--- src/rtl/traffic_frame_loader_if.sv ---
// rtl/traffic_frame_loader_if.sv - byte-serial frame stream handshake
interface traffic_frame_loader_if;
  logic [7:0] in_data;
  logic       in_valid;
  logic       in_ready;

  modport master (output in_data, output in_valid, input in_ready);
  modport slave  (input in_data, input in_valid, output in_ready);
endinterface

--- src/rtl/traffic_frame_loader.sv ---
// rtl/traffic_frame_loader.sv - frame loader, optional parity byte under FRAME_PARITY_EN
module traffic_frame_loader #(
  parameter  int FRAME_BYTES = 128,
  localparam int IMG_W       = 8 * FRAME_BYTES
) (
  input  logic                   clk,
  input  logic                   rst_n,
  traffic_frame_loader_if.slave  src,
  output logic [IMG_W-1:0]       img_out,
  output logic [4:0]             load,
  output logic                   busy,
  output logic [7:0]             frame_cnt,
  output logic                   err_target,
  output logic                   err_parity,
  input  logic                   clr_err
);
  localparam int CW = $clog2(FRAME_BYTES + 1);
`ifdef FRAME_PARITY_EN
  localparam int DISC_LAST = FRAME_BYTES;
`else
  localparam int DISC_LAST = FRAME_BYTES - 1;
`endif

  typedef enum logic [2:0] {
    IDLE, RECV, DISCARD, LOAD
`ifdef FRAME_PARITY_EN
    , PARITY
`endif
  } state_t;

  state_t           state, nxt;
  logic             started;
  logic [2:0]       tgt;
  logic [CW-1:0]    cnt;
  logic [IMG_W-1:0] shreg;
  logic [IMG_W-1:0] img_q;
  logic             accept;
  logic             last_data;
  logic             bad_tgt;
`ifdef FRAME_PARITY_EN
  logic [7:0]       xacc;
`endif

  assign accept    = src.in_valid && src.in_ready;
  assign last_data = (cnt == CW'(FRAME_BYTES - 1));
  assign bad_tgt   = (src.in_data[2:0] > 3'd4);

  // in_ready stays low until the first edge after reset release
  assign src.in_ready = started && (state != LOAD);
  assign busy         = (state != IDLE);
  assign load         = (state == LOAD) ? (5'd1 << tgt) : 5'd0;
  // the completed frame is visible on img_out during the LOAD cycle itself
  assign img_out      = (state == LOAD) ? shreg : img_q;

  always_ff @(posedge clk or negedge rst_n) begin
    if (!rst_n) state <= IDLE;
    else        state <= nxt;
  end

  always_comb begin
    nxt = state;
    case (state)
      IDLE:    if (accept) nxt = bad_tgt ? DISCARD : RECV;
`ifdef FRAME_PARITY_EN
      RECV:    if (accept && last_data) nxt = PARITY;
      PARITY:  if (accept) nxt = (src.in_data == xacc) ? LOAD : IDLE;
`else
      RECV:    if (accept && last_data) nxt = LOAD;
`endif
      DISCARD: if (accept && cnt == CW'(DISC_LAST)) nxt = IDLE;
      LOAD:    nxt = IDLE;
      default: nxt = IDLE;
    endcase
  end

  always_ff @(posedge clk or negedge rst_n) begin
    if (!rst_n) begin
      started    <= 1'b0;
      tgt        <= 3'd0;
      cnt        <= '0;
      shreg      <= '0;
      img_q      <= '0;
      frame_cnt  <= 8'd0;
      err_target <= 1'b0;
      err_parity <= 1'b0;
`ifdef FRAME_PARITY_EN
      xacc       <= 8'd0;
`endif
    end else begin
      started <= 1'b1;
      if (state == IDLE && accept && bad_tgt) err_target <= 1'b1;
      else if (clr_err)                       err_target <= 1'b0;
`ifdef FRAME_PARITY_EN
      if (state == PARITY && accept && src.in_data != xacc) err_parity <= 1'b1;
      else if (clr_err)                                     err_parity <= 1'b0;
`else
      err_parity <= 1'b0;
`endif
      if (state == IDLE && accept) begin
        tgt <= src.in_data[2:0];
        cnt <= '0;
`ifdef FRAME_PARITY_EN
        xacc <= 8'd0;
`endif
      end
      if (state == RECV && accept) begin
        shreg <= {shreg[IMG_W-9:0], src.in_data};
        cnt   <= cnt + 1'b1;
`ifdef FRAME_PARITY_EN
        xacc  <= xacc ^ src.in_data;
`endif
      end
      if (state == DISCARD && accept) cnt <= cnt + 1'b1;
      if (nxt == LOAD && state != LOAD) frame_cnt <= frame_cnt + 8'd1;
      if (state == LOAD) img_q <= shreg;
    end
  end
endmodule

--- src/flat_wrapper.sv ---
// flat-port wrapper written by rule: the top's interface ports become plain ports
module traffic_frame_loader_flat 
#(
  parameter  int FRAME_BYTES = 128,
  localparam int IMG_W       = 8 * FRAME_BYTES
)
  (clk, rst_n, img_out, load, busy, frame_cnt, err_target, err_parity, clr_err, src_in_data, src_in_valid, src_in_ready);
  traffic_frame_loader_if src_i ();
  input  logic clk;
  input  logic rst_n;
  output logic [IMG_W-1:0] img_out;
  output logic [4:0] load;
  output logic busy;
  output logic [7:0] frame_cnt;
  output logic err_target;
  output logic err_parity;
  input  logic clr_err;
  input wire logic [$bits(src_i.in_data)-1:0] src_in_data;
  input wire logic [$bits(src_i.in_valid)-1:0] src_in_valid;
  output wire logic [$bits(src_i.in_ready)-1:0] src_in_ready;
  assign src_i.in_data = src_in_data;
  assign src_i.in_valid = src_in_valid;
  assign src_in_ready = src_i.in_ready;
  traffic_frame_loader #(.FRAME_BYTES(FRAME_BYTES)) u_core (.clk(clk), .rst_n(rst_n), .src(src_i), .img_out(img_out), .load(load), .busy(busy), .frame_cnt(frame_cnt), .err_target(err_target), .err_parity(err_parity), .clr_err(clr_err));
endmodule
--- config.mk ---
export PLATFORM = sky130hd
export DESIGN_NAME = traffic_frame_loader_flat
export DESIGN_NICKNAME = d
export VERILOG_FILES = /design/src/rtl/traffic_frame_loader_if.sv /design/src/rtl/traffic_frame_loader.sv /design/src/flat_wrapper.sv
export SDC_FILE = /design/constraint.sdc
export NUM_CORES = 2
export LEC_CHECK = 0
export ABC_AREA = 1
export CAP_MARGIN = 40
export CORE_UTILIZATION = 45
export DETAILED_ROUTE_END_ITERATION = 12
export GPL_ROUTABILITY_DRIVEN = 0
export MAX_ROUTING_LAYER = met4
export PLACE_DENSITY = 0.64
export SYNTH_ARGS = -nofsm -noshare
export SYNTH_HDL_FRONTEND = slang
export SYNTH_SLANG_ARGS = --single-unit
--- constraint.sdc ---
create_clock -name clk -period 5.41 [get_ports clk]
set_clock_uncertainty 0.15 [all_clocks]
set_input_delay 0.541 -clock clk [delete_from_list [all_inputs] [get_ports clk]]
set_output_delay 0.541 -clock clk [all_outputs]
set_load 0.005 [all_outputs]
-- After elaboration in Yosys (flattened, before gate mapping)
Index checks and enable logic that the tools add are counted.
- output and inout bits: 1041
- logic and storage cells: 42
- register bits: 2072
- shift-type cells: 1
- add/subtract/negate cells: 2
- mux-type cells: 12
- reductions and logical operators: 12
- equality and inequality tests: 6
- $lt $le $gt $ge: 1
- operators by type and width (cell ; count):
    1024-bit two-way mux ; 1
    8-bit two-way mux ; 3
    8-bit by 1-bit adder with 8-bit output (second input constant) ; 2
    3-bit by 2-bit == test with 1-bit output (second input constant) ; 3
    3-bit two-way mux ; 3
    3-bit case mux with 3 select lines ; 1
    8-bit by 7-bit == test with 1-bit output (second input constant) ; 1
    1-bit logical AND ; 8
    3-bit nonzero test ; 2
    5-bit two-way mux ; 1
    1-bit by 3-bit << shifter with 5-bit output (first input constant) ; 1
    3-bit by 1-bit == test with 1-bit output (second input constant) ; 1
    3-bit greater-than comparator (second input constant) ; 1
    3-bit zero test ; 1
    3-bit by 2-bit inequality test with 1-bit output (second input constant) ; 1
    1-bit two-way mux ; 2
    2-bit two-way mux ; 1
    2-bit nonzero test ; 1

-- Logic depth before layout (Yosys ltp)
- depth in word-level cells: 8
- depth in mapped cells: 9
- depth with buffers taken out: 9

-- Worst setup path before layout
No wires, ideal clock.
- path kind: flip-flop to output port
- start point: register u_core.state[1]
- end point: output img_out[342]
- setup slack: 3335 ps
- buffers on the path: 3
- arrival: 1384 ps
- cell stages (with the launch flop): 7
- data required time: 4719 ps
- cells stage by stage: dfrtp_1 > nand3_2 > buf_2 > clkbuf_1 > clkbuf_1 > nand2_1 > o21ai_0
- cells in the longest elaborated chain, start to end: 2
- RTL lines (element ; RTL line ; RTL):
    start: declaration ; traffic_frame_loader.sv:31 ; state_t state, nxt;
    start signal: assignment ; traffic_frame_loader.sv:57 ; else state <= nxt;
    3-bit by 2-bit == test with 1-bit output ; traffic_frame_loader.sv:53 ; assign img_out = (state == LOAD) ? shreg : img_q;
    1024-bit two-way mux ; traffic_frame_loader.sv:53 ;
    end: declaration ; flat_wrapper.sv:11 ; output logic [IMG_W-1:0] img_out;
No other way between the ends.

-- Final worst setup path
- start point: register u_core.state[1]
- end point: output img_out[394]
Same word-level chain as after synthesis.

==> flow_metrics.env <==
export IMPL_final_cell_mix="sky130_fd_sc_hd__nand2_1 (2109), sky130_fd_sc_hd__dfrtp_1 (2072), sky130_fd_sc_hd__o21ai_0 (2054), sky130_fd_sc_hd__clkdlybuf4s50_1 (1050), sky130_fd_sc_hd__inv_1 (1046)"
export IMPL_dieWidth_um=414
export IMPL_cts_tree="done"
export IMPL_post_route_cells_drive_above_1_share_pct=4.99
export IMPL_fill_cells=14500
export IMPL_reg2reg_from="u_core.state[1]"
export IMPL_peakVddDrop_v=0.000333
export IMPL_numCtsBuffers=207
export IMPL_route_antenna_remaining_nets=0
export IMPL_global_route_overflow_total=0
export IMPL_row_count=150
export IMPL_number_of_instances_resized_during_post_cts_repair=0
export IMPL_post_synth_inst_count=7799
export IMPL_avgRoutedWirePerCell_um=19.5
export IMPL_via_per_inst=4.94
export IMPL_largest_net_degree_at_the_start_of_global_routing=212
export IMPL_kind_of_critical_path="reg -> out"
export IMPL_timing_final_hold_violations=0
export IMPL_h_tree_levels=4
export IMPL_clock_sinks=2072
export IMPL_setup_viol=0
export IMPL_outcome="finished, final reports clean"
export IMPL_power_leakage_uw=0.0459
export IMPL_class_of_the_most_critical_hold_timing_path="in -> reg"
export IMPL_timing_final_crit_share_pct=79.4
export IMPL_floorplan_initialDensity_pct=45.5
export IMPL_crit_path_time_final_ps=4300
export IMPL_grt_pass1_wl_um=326000
export IMPL_post_cts_clock_slew_at_the_launch_and_capture_registers_of_the_worst_setup_and_hold_paths_ps=60
export IMPL_worstMarginPinSlew_ps=1010
export IMPL_crit_path_start_kind="flop"
export IMPL_drc_errors=0
export IMPL_worst_hold_path_endpoint="u_core.shreg[3]"
export IMPL_synthDominantCellAreaShare_pct=67.9
export IMPL_regToRegSetupSlack_ps=2480
export IMPL_yosysUniqueCellTypes=25
export IMPL_synth_sequential_area_ratio_pct=67.9
export IMPL_design_die_area_um2=171000
export IMPL_whs_path_depth=3
export IMPL_die_height_um=414
export IMPL_drv_slew=0
export IMPL_groute_usage_overall_pct=25.8
export IMPL_clockRootBuffer="sky130_fd_sc_hd__clkbuf_16"
export IMPL_worst_endpoint_arrival_ps=3600
export IMPL_coreArea_um2=168000
export IMPL_critical_path_peak_fanout=77
export IMPL_finalWirelength_um=216000
export IMPL_grt_antenna_before_repair=1
export IMPL_floorplan_io_pins=1053
export IMPL_synthesis_area_per_instance_um2=9.79
export IMPL_layout_cells_most_common="sky130_fd_sc_hd__nand2_1"
export IMPL_critical_path_endpoint_type="primary output"
export IMPL_cap_violations=0
export IMPL_syn_area_um2=76300
export IMPL_layout_nets=8717
export IMPL_crit_reg2reg_capture="u_core.shreg[579]"
export IMPL_seq_cells_post_synth=2072
export IMPL_worst_hold_slack_ps=120
export IMPL_ys_top_cells_by_area="sky130_fd_sc_hd__dfrtp_1 (68%), sky130_fd_sc_hd__o21ai_0 (13%), sky130_fd_sc_hd__nand2_1 (10%), sky130_fd_sc_hd__inv_1 (5.1%), sky130_fd_sc_hd__buf_2 (1.3%)"
export IMPL_drt_iter0_markers=4834
export IMPL_syn_to_final_growth_pct=25.6
export IMPL_detailedRoute_firstPassIterationCount=6
export IMPL_power_density_cell_area_nw_per_um2=500
export IMPL_clock_path_buffers=3
export IMPL_setup_tns_final_ps=0
export IMPL_fmaxAchievable_mhz=233
export IMPL_synth_warning_count=0
export IMPL_worstSkewPairLatency_ps=850
export IMPL_post_synth_top_area_cell="sky130_fd_sc_hd__dfrtp_1"
export IMPL_relSlewSlack_pct=32.8
export IMPL_via_count=54800
export IMPL_rsz_0062_raised_after_global_routing="false"
export IMPL_hold_path_startpoint="src_in_data[3]"
export IMPL_io_buffer_count=1051
export IMPL_worst_endpoint_required_ps=4720
export IMPL_postCtsSetupBuffers=0
export IMPL_via_count_of_the_first_global_routing_pass=53800
export IMPL_detailed_place_hpwl_um=151000
export IMPL_worst_reg2reg_path_depth=7
==> cell usage after synthesis <==
| master | instances |
|---|---|
| sky130_fd_sc_hd__a21oi_1 | 3 |
| sky130_fd_sc_hd__and2_1 | 1 |
| sky130_fd_sc_hd__buf_1 | 14 |
| sky130_fd_sc_hd__buf_2 | 192 |
| sky130_fd_sc_hd__buf_4 | 12 |
| sky130_fd_sc_hd__buf_6 | 1 |
| sky130_fd_sc_hd__clkbuf_1 | 239 |
| sky130_fd_sc_hd__conb_1 | 2 |
| sky130_fd_sc_hd__dfrtp_1 | 2072 |
| sky130_fd_sc_hd__ha_1 | 2 |
| sky130_fd_sc_hd__inv_1 | 1046 |
| sky130_fd_sc_hd__nand2_1 | 2109 |
| sky130_fd_sc_hd__nand3_1 | 13 |
| sky130_fd_sc_hd__nand3_2 | 2 |
| sky130_fd_sc_hd__nand3b_1 | 4 |
| sky130_fd_sc_hd__nand4_1 | 8 |
| sky130_fd_sc_hd__nor2_1 | 13 |
| sky130_fd_sc_hd__nor2_4 | 1 |
| sky130_fd_sc_hd__nor3_1 | 3 |
| sky130_fd_sc_hd__nor4_1 | 3 |
| sky130_fd_sc_hd__o21ai_0 | 2054 |
| sky130_fd_sc_hd__o21bai_1 | 2 |
| sky130_fd_sc_hd__o31ai_1 | 1 |
| sky130_fd_sc_hd__or2_2 | 1 |
| sky130_fd_sc_hd__xnor2_1 | 1 |
==> per-stage QoR <==
step                      instance area [um^2]  cells  utilization, %  power (uW)  setup WS (ps)
after floorplan                          76300   7800               -       26000           3340
after global placement                   88800  10700            52.9       33200           1720
after detailed placement                 88800  10700            52.9       33400           1910
after CTS                                95900  11100            57.1       48400            967
after global routing                     95900  11100            57.1       50500            911
final                                    95900  11100            57.1       48000           1110
==> metal layers <==
layer / track usage [%] / wire length (um)
met4: 11.9 / 11000
met1: 32.7 / 91200
met3: 5.66 / 13100
met2: 39.4 / 101000
met5: - / 0
==> sequential cells by signal, indices dropped and copies added, names as in the netlist <==
signal	count
u_core.tgt	3
u_core.started	1
u_core.frame_cnt	8
u_core.img_q	1024
u_core.cnt	8
u_core.state	3
u_core.err_target	1
u_core.shreg	1024
==> worst max-delay path by stage <==
stage / startpoint / to / slack, ps / cells past startpoint
after global placement: u_core.state[2] / img_out[185] / 1720 / 6
final: u_core.state[1] / img_out[394] / 1110 / 7
after detailed placement: u_core.state[1] / img_out[394] / 1910 / 7
after floorplan: u_core.state[1] / img_out[342] / 3340 / 6
after global routing: u_core.state[1] / img_out[394] / 910 / 7
after CTS: u_core.state[1] / img_out[394] / 970 / 7
==> kinds of logic after synthesis <==
family,Yosys count,share of synthesized area (%)
xor gates and xnor gates,1,0.0115
and+or+nand+nor,2158,10.7
DFF,2072,67.9
adders and majority gates,2,0.0328
buffers and inverters,1504,7.78
AOI/OAI and AO/OA,2060,13.5
other,2,0.00984
==> power breakdown <==
part / switching (uW) / leakage [uW] / internal, uW / total (uW)
clock: 6130 / 0.00351 / 8630 / 14800
sequential: 2180 / 0.0236 / 20000 / 22200
combinational: 6030 / 0.0187 / 4970 / 11000
==> cell type report <==
cell class              count  area, um^2  area share [%]
diodes                      1        2.50         0.00261
clock buffers             317        6380            6.65
clock inverters            59         679           0.709
inverters                1046        3930            4.09
multi-input cells        4224       18600            19.4
flip-flops and latches   2072       51800            54.1
well taps                2204        2760            2.88
repair buffers           1152       11700            12.2
==> critical path, cell delays in order (launching register included) <==
cell	delay [ps]
sky130_fd_sc_hd__dfrtp_1	440
sky130_fd_sc_hd__nand3_4	320
sky130_fd_sc_hd__buf_12	270
sky130_fd_sc_hd__buf_12	310
sky130_fd_sc_hd__buf_4	420
sky130_fd_sc_hd__nand2_1	80
sky130_fd_sc_hd__o21ai_0	230
sky130_fd_sc_hd__clkdlybuf4s50_1	610
==> what timing repair did <==
action                     in CTS  in global routing
hold buffers                    1                  0
setup endpoints to repair       0                  0
hold endpoints to repair      109                  0
No activity file was read; power rests on OpenSTA's default activity.
